### src/rtl/ascii_freq_parser.sv
// ascii_freq_parser
// Turns a line of ASCII decimal digits into a binary frequency. One byte moves
// per RX_VALID/RX_READY handshake. CR or LF commits the line, ESC abandons it,
// and anything malformed is swallowed up to the next terminator and then
// reported with a single ERROR pulse. FREQ holds the last good value.
// Digits are most significant first. With SCALE_KHZ=1 they are read as kHz
// and scaled to Hz on commit.
module ascii_freq_parser #(
    parameter int MAX_DIGITS = 5,    // digits allowed per line, 1..5
    parameter bit SCALE_KHZ  = 1'b1  // 1: value*1000 on commit, 0: raw value
) (
    input  logic        CLK,
    input  logic        RST_N,
    input  logic [7:0]  RX_DATA,
    input  logic        RX_VALID,
    output logic        RX_READY,
    output logic [31:0] FREQ,
    output logic        FREQ_VALID,
    output logic        ERROR,
    output logic [2:0]  DIGIT_COUNT
);

    typedef enum logic [2:0] {
        ST_IDLE    = 3'd0,
        ST_ACCUM   = 3'd1,
        ST_DISCARD = 3'd2,
        ST_SCALE   = 3'd3,
        ST_COMMIT  = 3'd4
    } state_t;

    typedef enum logic [1:0] {
        CH_DIGIT   = 2'd0,
        CH_TERM    = 2'd1,
        CH_ESC     = 2'd2,
        CH_ILLEGAL = 2'd3
    } char_class_t;

    localparam logic [2:0] MAX_CNT = 3'(MAX_DIGITS);

    // ------------------------------------------------------------------
    // State and datapath registers
    // ------------------------------------------------------------------
    state_t      state_q, state_d;
    logic [16:0] acc_q, acc_d;          // 17 bits is enough for 99999
    logic [2:0]  count_q, count_d;
    logic [31:0] result_q, result_d;    // scaled value, staged for COMMIT
    logic [31:0] freq_q, freq_d;
    logic        freq_valid_q, freq_valid_d;
    logic        error_q, error_d;
    logic        ready_en_q;            // keeps RX_READY low until the first edge after reset

    // ------------------------------------------------------------------
    // Combinational helpers
    // ------------------------------------------------------------------
    char_class_t char_class;
    logic [3:0]  digit_val;
    logic [16:0] acc_mac;
    logic [31:0] scaled_value;
    logic        rx_xfer;

    // Decode the incoming byte into one of the four character classes
    always_comb begin
        char_class = CH_ILLEGAL;
        if (RX_DATA >= 8'h30 && RX_DATA <= 8'h39) begin
            char_class = CH_DIGIT;
        end else if (RX_DATA == 8'h0D || RX_DATA == 8'h0A) begin
            char_class = CH_TERM;
        end else if (RX_DATA == 8'h1B) begin
            char_class = CH_ESC;
        end
    end

    // For bytes 0x30..0x39 the low nibble is exactly RX_DATA - 0x30
    assign digit_val = RX_DATA[3:0];

    // acc*10 + digit built from shifts; the digit limit keeps it within 17 bits
    always_comb begin
        acc_mac = (acc_q << 3) + (acc_q << 1) + {13'd0, digit_val};
    end

    generate
        if (SCALE_KHZ) begin : g_scale_khz
            logic [26:0] acc_wide;
            logic [26:0] acc_x1000;
            // acc*1000 = acc*1024 - acc*16 - acc*8; 99999*1000 fits in 27 bits
            always_comb begin
                acc_wide     = {10'd0, acc_q};
                acc_x1000    = (acc_wide << 10) - (acc_wide << 4) - (acc_wide << 3);
                scaled_value = {5'd0, acc_x1000};
            end
        end else begin : g_scale_raw
            // Unscaled mode passes the accumulator straight through
            always_comb begin
                scaled_value = {15'd0, acc_q};
            end
        end
    endgenerate

    // Ready depends only on state, never on RX_VALID, so upstream sees no loop
    always_comb begin
        RX_READY = ready_en_q &&
                   (state_q == ST_IDLE || state_q == ST_ACCUM || state_q == ST_DISCARD);
    end

    assign rx_xfer = RX_VALID && RX_READY;

    // ------------------------------------------------------------------
    // Next-state and datapath logic
    // ------------------------------------------------------------------
    // Line parser: accumulate digits, route bad lines to DISCARD, commit on terminator
    always_comb begin
        state_d      = state_q;
        acc_d        = acc_q;
        count_d      = count_q;
        result_d     = result_q;
        freq_d       = freq_q;
        freq_valid_d = 1'b0;
        error_d      = 1'b0;

        unique case (state_q)
            ST_IDLE: begin
                if (rx_xfer) begin
                    unique case (char_class)
                        CH_DIGIT: begin
                            acc_d   = {13'd0, digit_val};
                            count_d = 3'd1;
                            state_d = ST_ACCUM;
                        end
                        CH_ILLEGAL: begin
                            state_d = ST_DISCARD;
                        end
                        // Empty lines, the LF of a CR/LF pair and a bare ESC are no-ops
                        default: begin
                        end
                    endcase
                end
            end

            ST_ACCUM: begin
                if (rx_xfer) begin
                    unique case (char_class)
                        CH_DIGIT: begin
                            if (count_q == MAX_CNT) begin
                                // Too many digits: the line can no longer be valid
                                acc_d   = '0;
                                count_d = '0;
                                state_d = ST_DISCARD;
                            end else begin
                                acc_d   = acc_mac;
                                count_d = count_q + 3'd1;
                            end
                        end
                        CH_TERM: begin
                            // Keep acc for scaling; the count display goes back to 0
                            count_d = '0;
                            state_d = ST_SCALE;
                        end
                        CH_ESC: begin
                            acc_d   = '0;
                            count_d = '0;
                            state_d = ST_IDLE;
                        end
                        default: begin
                            acc_d   = '0;
                            count_d = '0;
                            state_d = ST_DISCARD;
                        end
                    endcase
                end
            end

            ST_DISCARD: begin
                if (rx_xfer) begin
                    if (char_class == CH_TERM) begin
                        error_d = 1'b1;
                        acc_d   = '0;
                        count_d = '0;
                        state_d = ST_IDLE;
                    end else if (char_class == CH_ESC) begin
                        // The user cancelled the line, so there is nothing to report
                        acc_d   = '0;
                        count_d = '0;
                        state_d = ST_IDLE;
                    end
                end
            end

            ST_SCALE: begin
                result_d = scaled_value;
                state_d  = ST_COMMIT;
            end

            ST_COMMIT: begin
                freq_d       = result_q;
                freq_valid_d = 1'b1;
                acc_d        = '0;
                count_d      = '0;
                state_d      = ST_IDLE;
            end

            default: begin
                acc_d   = '0;
                count_d = '0;
                state_d = ST_IDLE;
            end
        endcase
    end

    // ------------------------------------------------------------------
    // Registers
    // ------------------------------------------------------------------
    // State, datapath and output pulse registers with asynchronous reset
    always_ff @(posedge CLK or negedge RST_N) begin
        if (!RST_N) begin
            state_q      <= ST_IDLE;
            acc_q        <= '0;
            count_q      <= '0;
            result_q     <= '0;
            freq_q       <= '0;
            freq_valid_q <= 1'b0;
            error_q      <= 1'b0;
            ready_en_q   <= 1'b0;
        end else begin
            state_q      <= state_d;
            acc_q        <= acc_d;
            count_q      <= count_d;
            result_q     <= result_d;
            freq_q       <= freq_d;
            freq_valid_q <= freq_valid_d;
            error_q      <= error_d;
            ready_en_q   <= 1'b1;
        end
    end

    assign FREQ        = freq_q;
    assign FREQ_VALID  = freq_valid_q;
    assign ERROR       = error_q;
    assign DIGIT_COUNT = count_q;

endmodule
### config.mk
export PLATFORM = sky130hd
export DESIGN_NAME = ascii_freq_parser
export DESIGN_NICKNAME = d
export VERILOG_FILES = /design/src/rtl/ascii_freq_parser.sv
export SDC_FILE = /design/constraint.sdc
export NUM_CORES = 1
export LEC_CHECK = 0
export ABC_AREA = 1
export BUFFER_PORTS_ARGS = -buffer_cell sky130_fd_sc_hd__buf_2
export CAP_MARGIN = 10
export CORE_UTILIZATION = 30
export DETAILED_ROUTE_END_ITERATION = 16
export PLACE_DENSITY_LB_ADDON = 0.05
export SYNTH_ARGS = -nofsm -noshare
export SYNTH_HDL_FRONTEND = slang
export SYNTH_SLANG_ARGS = --single-unit
### constraint.sdc
create_clock -name CLK -period 7.15 [get_ports CLK]
set_clock_uncertainty 0.05 [all_clocks]
set_input_delay 1.7875 -clock CLK [delete_from_list [all_inputs] [get_ports CLK]]
set_output_delay 1.7875 -clock CLK [all_outputs]
set_load 0.02 [all_outputs]
==> impl_metrics.ini <==
[outcome]
outcome = complete, no violations

[logic_synthesis]
ys_dominant_reg_cell = dfrtp_1
synth.top_cells.by_area = dfrtp_1 (30%), nand2_1 (21%), ha_1 (12%)
synthDominantCellAreaShare_pct = 30.00
yosys.cell_count.top_type = nand2_1
synth_seq_cells = 74
area_leader_netlist = dfrtp_1
synthDistinctLibCells = 38
synth_commonest_cells = nand2_1 (342), inv_1 (133), dfrtp_1 (74)
synthCells = 893
ys.warnings.count = 0
synth_async_sr_flop_share_pct = 100.0
netlist_area_um2 = 6172
seq_area_frac_synth_pct = 30.00
synth-edff-count = 0
syn-mean-instance-area_um2 = 6.912

[grt]
pin_count_of_the_biggest_net_entering_global_routing = 75
groute.usage.overall_pct = 16.45
grt_util_met2_pct = 27.52
grt_overflow_total = 0
global_route.usage.met3_pct = 2.132
gr-usage-met1_pct = 22.41
grt_pass1_vias = 5318
grt_most_used_layer = met2
number_of_antenna_violations_at_the_first_check_in_global_routing = 0
grt_pass1_wl_mm = 27.48

[sta]
finalHoldViolCount = 0
achievable-frequency_ghz = 0.2716
setup_viol = 0
setup-tns-final_ps = 0
relSlewSlack_pct = 34.14
tightest_slew_ps = 988.0
rsz0062_at_grt = no
report.final.slew_viol_count = 0
period_minus_slack_ps = 3682
hold-worst-slack_ps = 412.3
final_min_period_over_clock_period_pct = 51.49

[clocking]
cts_buffer_depth = 2
clock_latency_ps = 340
post-cts-setup-buffers = 0
cts.clk_slew.worst_paths_ps = 70
cts_root_buffer = clkbuf_16
numCtsBuffers = 9
htreeDepth = 3
tritoncts_num_sinks = 74
tritoncts = yes
post_cts.resized_instances = 0
postCtsHoldBufs = 0

[route]
post_drt_wl_per_cell_um = 13.56
detail_route.vias_per_cell = 4.483
drt_first_iter_violations = 200
drcViolationCount = 0
dr_total_vias = 5415
routed_wl_mm = 16.39
antenna_violating_nets_post_route = 0
drt_pass1_iterations = 5

[critical_path]
rrSetupSlack_ps = 4130
reg2reg_depth = 13
critical_path_peak_fanout = 5
worst-endpoint-arrival_ps = 3900
path_depth = 14
timing.critical_path.required_ps = 7370
worstPathBufferInverterCount = 3
crit_path_end_kind = flop
timing.rr.end = result_q[24]
regToRegStartpoint = acc_q[0]
path_delay_family = adder cells
cp-start-kind = input port
crit_chain = buf_2 > inv_1 > fa_1 > inv_1 > fa_1 > nand3_1 > nand3_1 > nand2_1 > nand2_1 > nand2_1 > nand2_1 > nand2_1 > nand2_1 > o21ai_1
critPathSlowestCell = fa_1
path_class = in2reg
critical_path.max_stage_delay_ps = 530
path_common_cell = nand2_1

[cells_and_area]
fillerInstances = 2287
fin_util_pct = 34.31
layout-area-overhead-vs-synth_pct = 12.10
sequential_standard_cell_area_um2 = 1852
final_non_filler_cell_total = 1208
n_antenna_cell = 0
layout-drive-gt1-share_pct = 8.529
design.final.nets = 1018
multiInputGateArea_um2 = 3720

[power]
leakage_component_of_the_power_nw = 3.934
power_per_cell_area_nw_per_um2 = 350.9
maximum_resistive_drop_on_vdd_mv = 0.1526
power_w = 0.002428

[die]
number_of_top_level_design_ports = 49
design.die.area_um2 = 21150
die-height_um = 145.4
die_x_um = 145.4
core_area_um2 = 20170
row_count = 52
start_util_pct = 30.60

[placed_design]
place.port_buffers = 40
dp_hpwl_mm = 12.88
placedCellCount = 1193
globalplace.congestion = 0.7937

[min_path]
worst_hold_path.endpoint = FREQ[12]
worst_hold_startpoint = FREQ[12]
min_delay_worst_type = reg2reg
worst_hold_stages = 2

[job]
maxCapViolCount = 0
-- per-layer routing --
layer	vias to the layer above	wire length, um
met4	0	170
met1	2454	8133
met2	92	7618
met3	11	463
li1	2858	-
met5	-	0
-- cell families (layout without fill, tap and decap cells) --
family | count (synthesis) | count (layout) | share of synthesized area, %
AOI/OAI and AO/OA | 67 | 67 | 5.757
and+or+nand+nor | 505 | 505 | 35.29
xor gates and xnor gates | 17 | 17 | 2.412
DFF | 74 | 74 | 30.00
other | 2 | 9 | 0.1217
buffers and inverters | 155 | 193 | 10.16
adders and majority gates | 73 | 73 | 16.26
-- report_power, final --
group	leakage (nW)	internal [W]	switching (W)
clock network	0.138	0.000268	0.000195
registers	1.00	0.000519	0.0000736
logic	2.79	0.000460	0.000912
-- flip-flops by register name, indices dropped and copies added, names as in the netlist --
register / cells
DIGIT_COUNT: 3
FREQ_VALID: 1
ERROR: 1
ready_en_q: 1
FREQ: 24
result_q: 24
acc_q: 17
state_q: 3
-- worst reg2reg max path, stage by stage, from the launching register on --
cell and delay, ps:
dfrtp_1 580, inv_1 290, fa_1 590, inv_1 40, ha_1 370, nand2_1 130, nor2_1 310, nand2_1 90
nor2_1 100, nand2_1 90, nand3_1 100, nand2_1 50, nand3_1 80, nand2_1 50
-- placed cells by master (no fill, tap or decap), drive strengths merged --
| master | count |
|---|---|
| nor2 | 50 |
| conb | 9 |
| a31oi | 2 |
| nand3b | 6 |
| clkbuf | 10 |
| buf | 41 |
| xor2 | 6 |
| o31ai | 1 |
| fa | 12 |
| o21bai | 2 |
| bufinv | 1 |
| and2 | 5 |
| or2 | 2 |
| clkinv | 3 |
| nand4 | 13 |
| clkinvlp | 1 |
| nor3 | 9 |
| dfrtp | 74 |
| a21oi | 24 |
| nand3 | 68 |
| a21o | 1 |
| nand2 | 349 |
| ha | 61 |
| and3 | 1 |
| o21ai | 37 |
| nor4 | 2 |
| xnor2 | 11 |
| inv | 137 |
-- area by class of cell --
class	instances	area share (%)
multi-input cells	671	53.76
flip-flops and latches	74	26.76
inverters	137	7.432
well taps	270	4.882
clock buffers	10	3.309
repair buffers	41	3.038
clock inverters	5	0.8137
-- through the flow --
stage / area (um^2) / worst slack, ps
floorplan: 6198 / 3465
global placement: 6634 / 3102
detailed placement: 6634 / 3108
CTS: 6919 / 3470
global route: 6919 / 3276
finish: 6919 / 3468
-- how the worst max path moves through the flow --
stage	startpoint	endpoint	slack, ps
after floorplan	RX_DATA[3]	acc_q[16]	3470
after detailed placement	RX_DATA[3]	acc_q[16]	3110
final	RX_DATA[3]	acc_q[16]	3470
after CTS	RX_DATA[3]	acc_q[16]	3470
after global placement	RX_DATA[3]	acc_q[16]	3100
after global routing	RX_DATA[3]	acc_q[16]	3280
No activity file was read; power rests on OpenSTA's default activity.
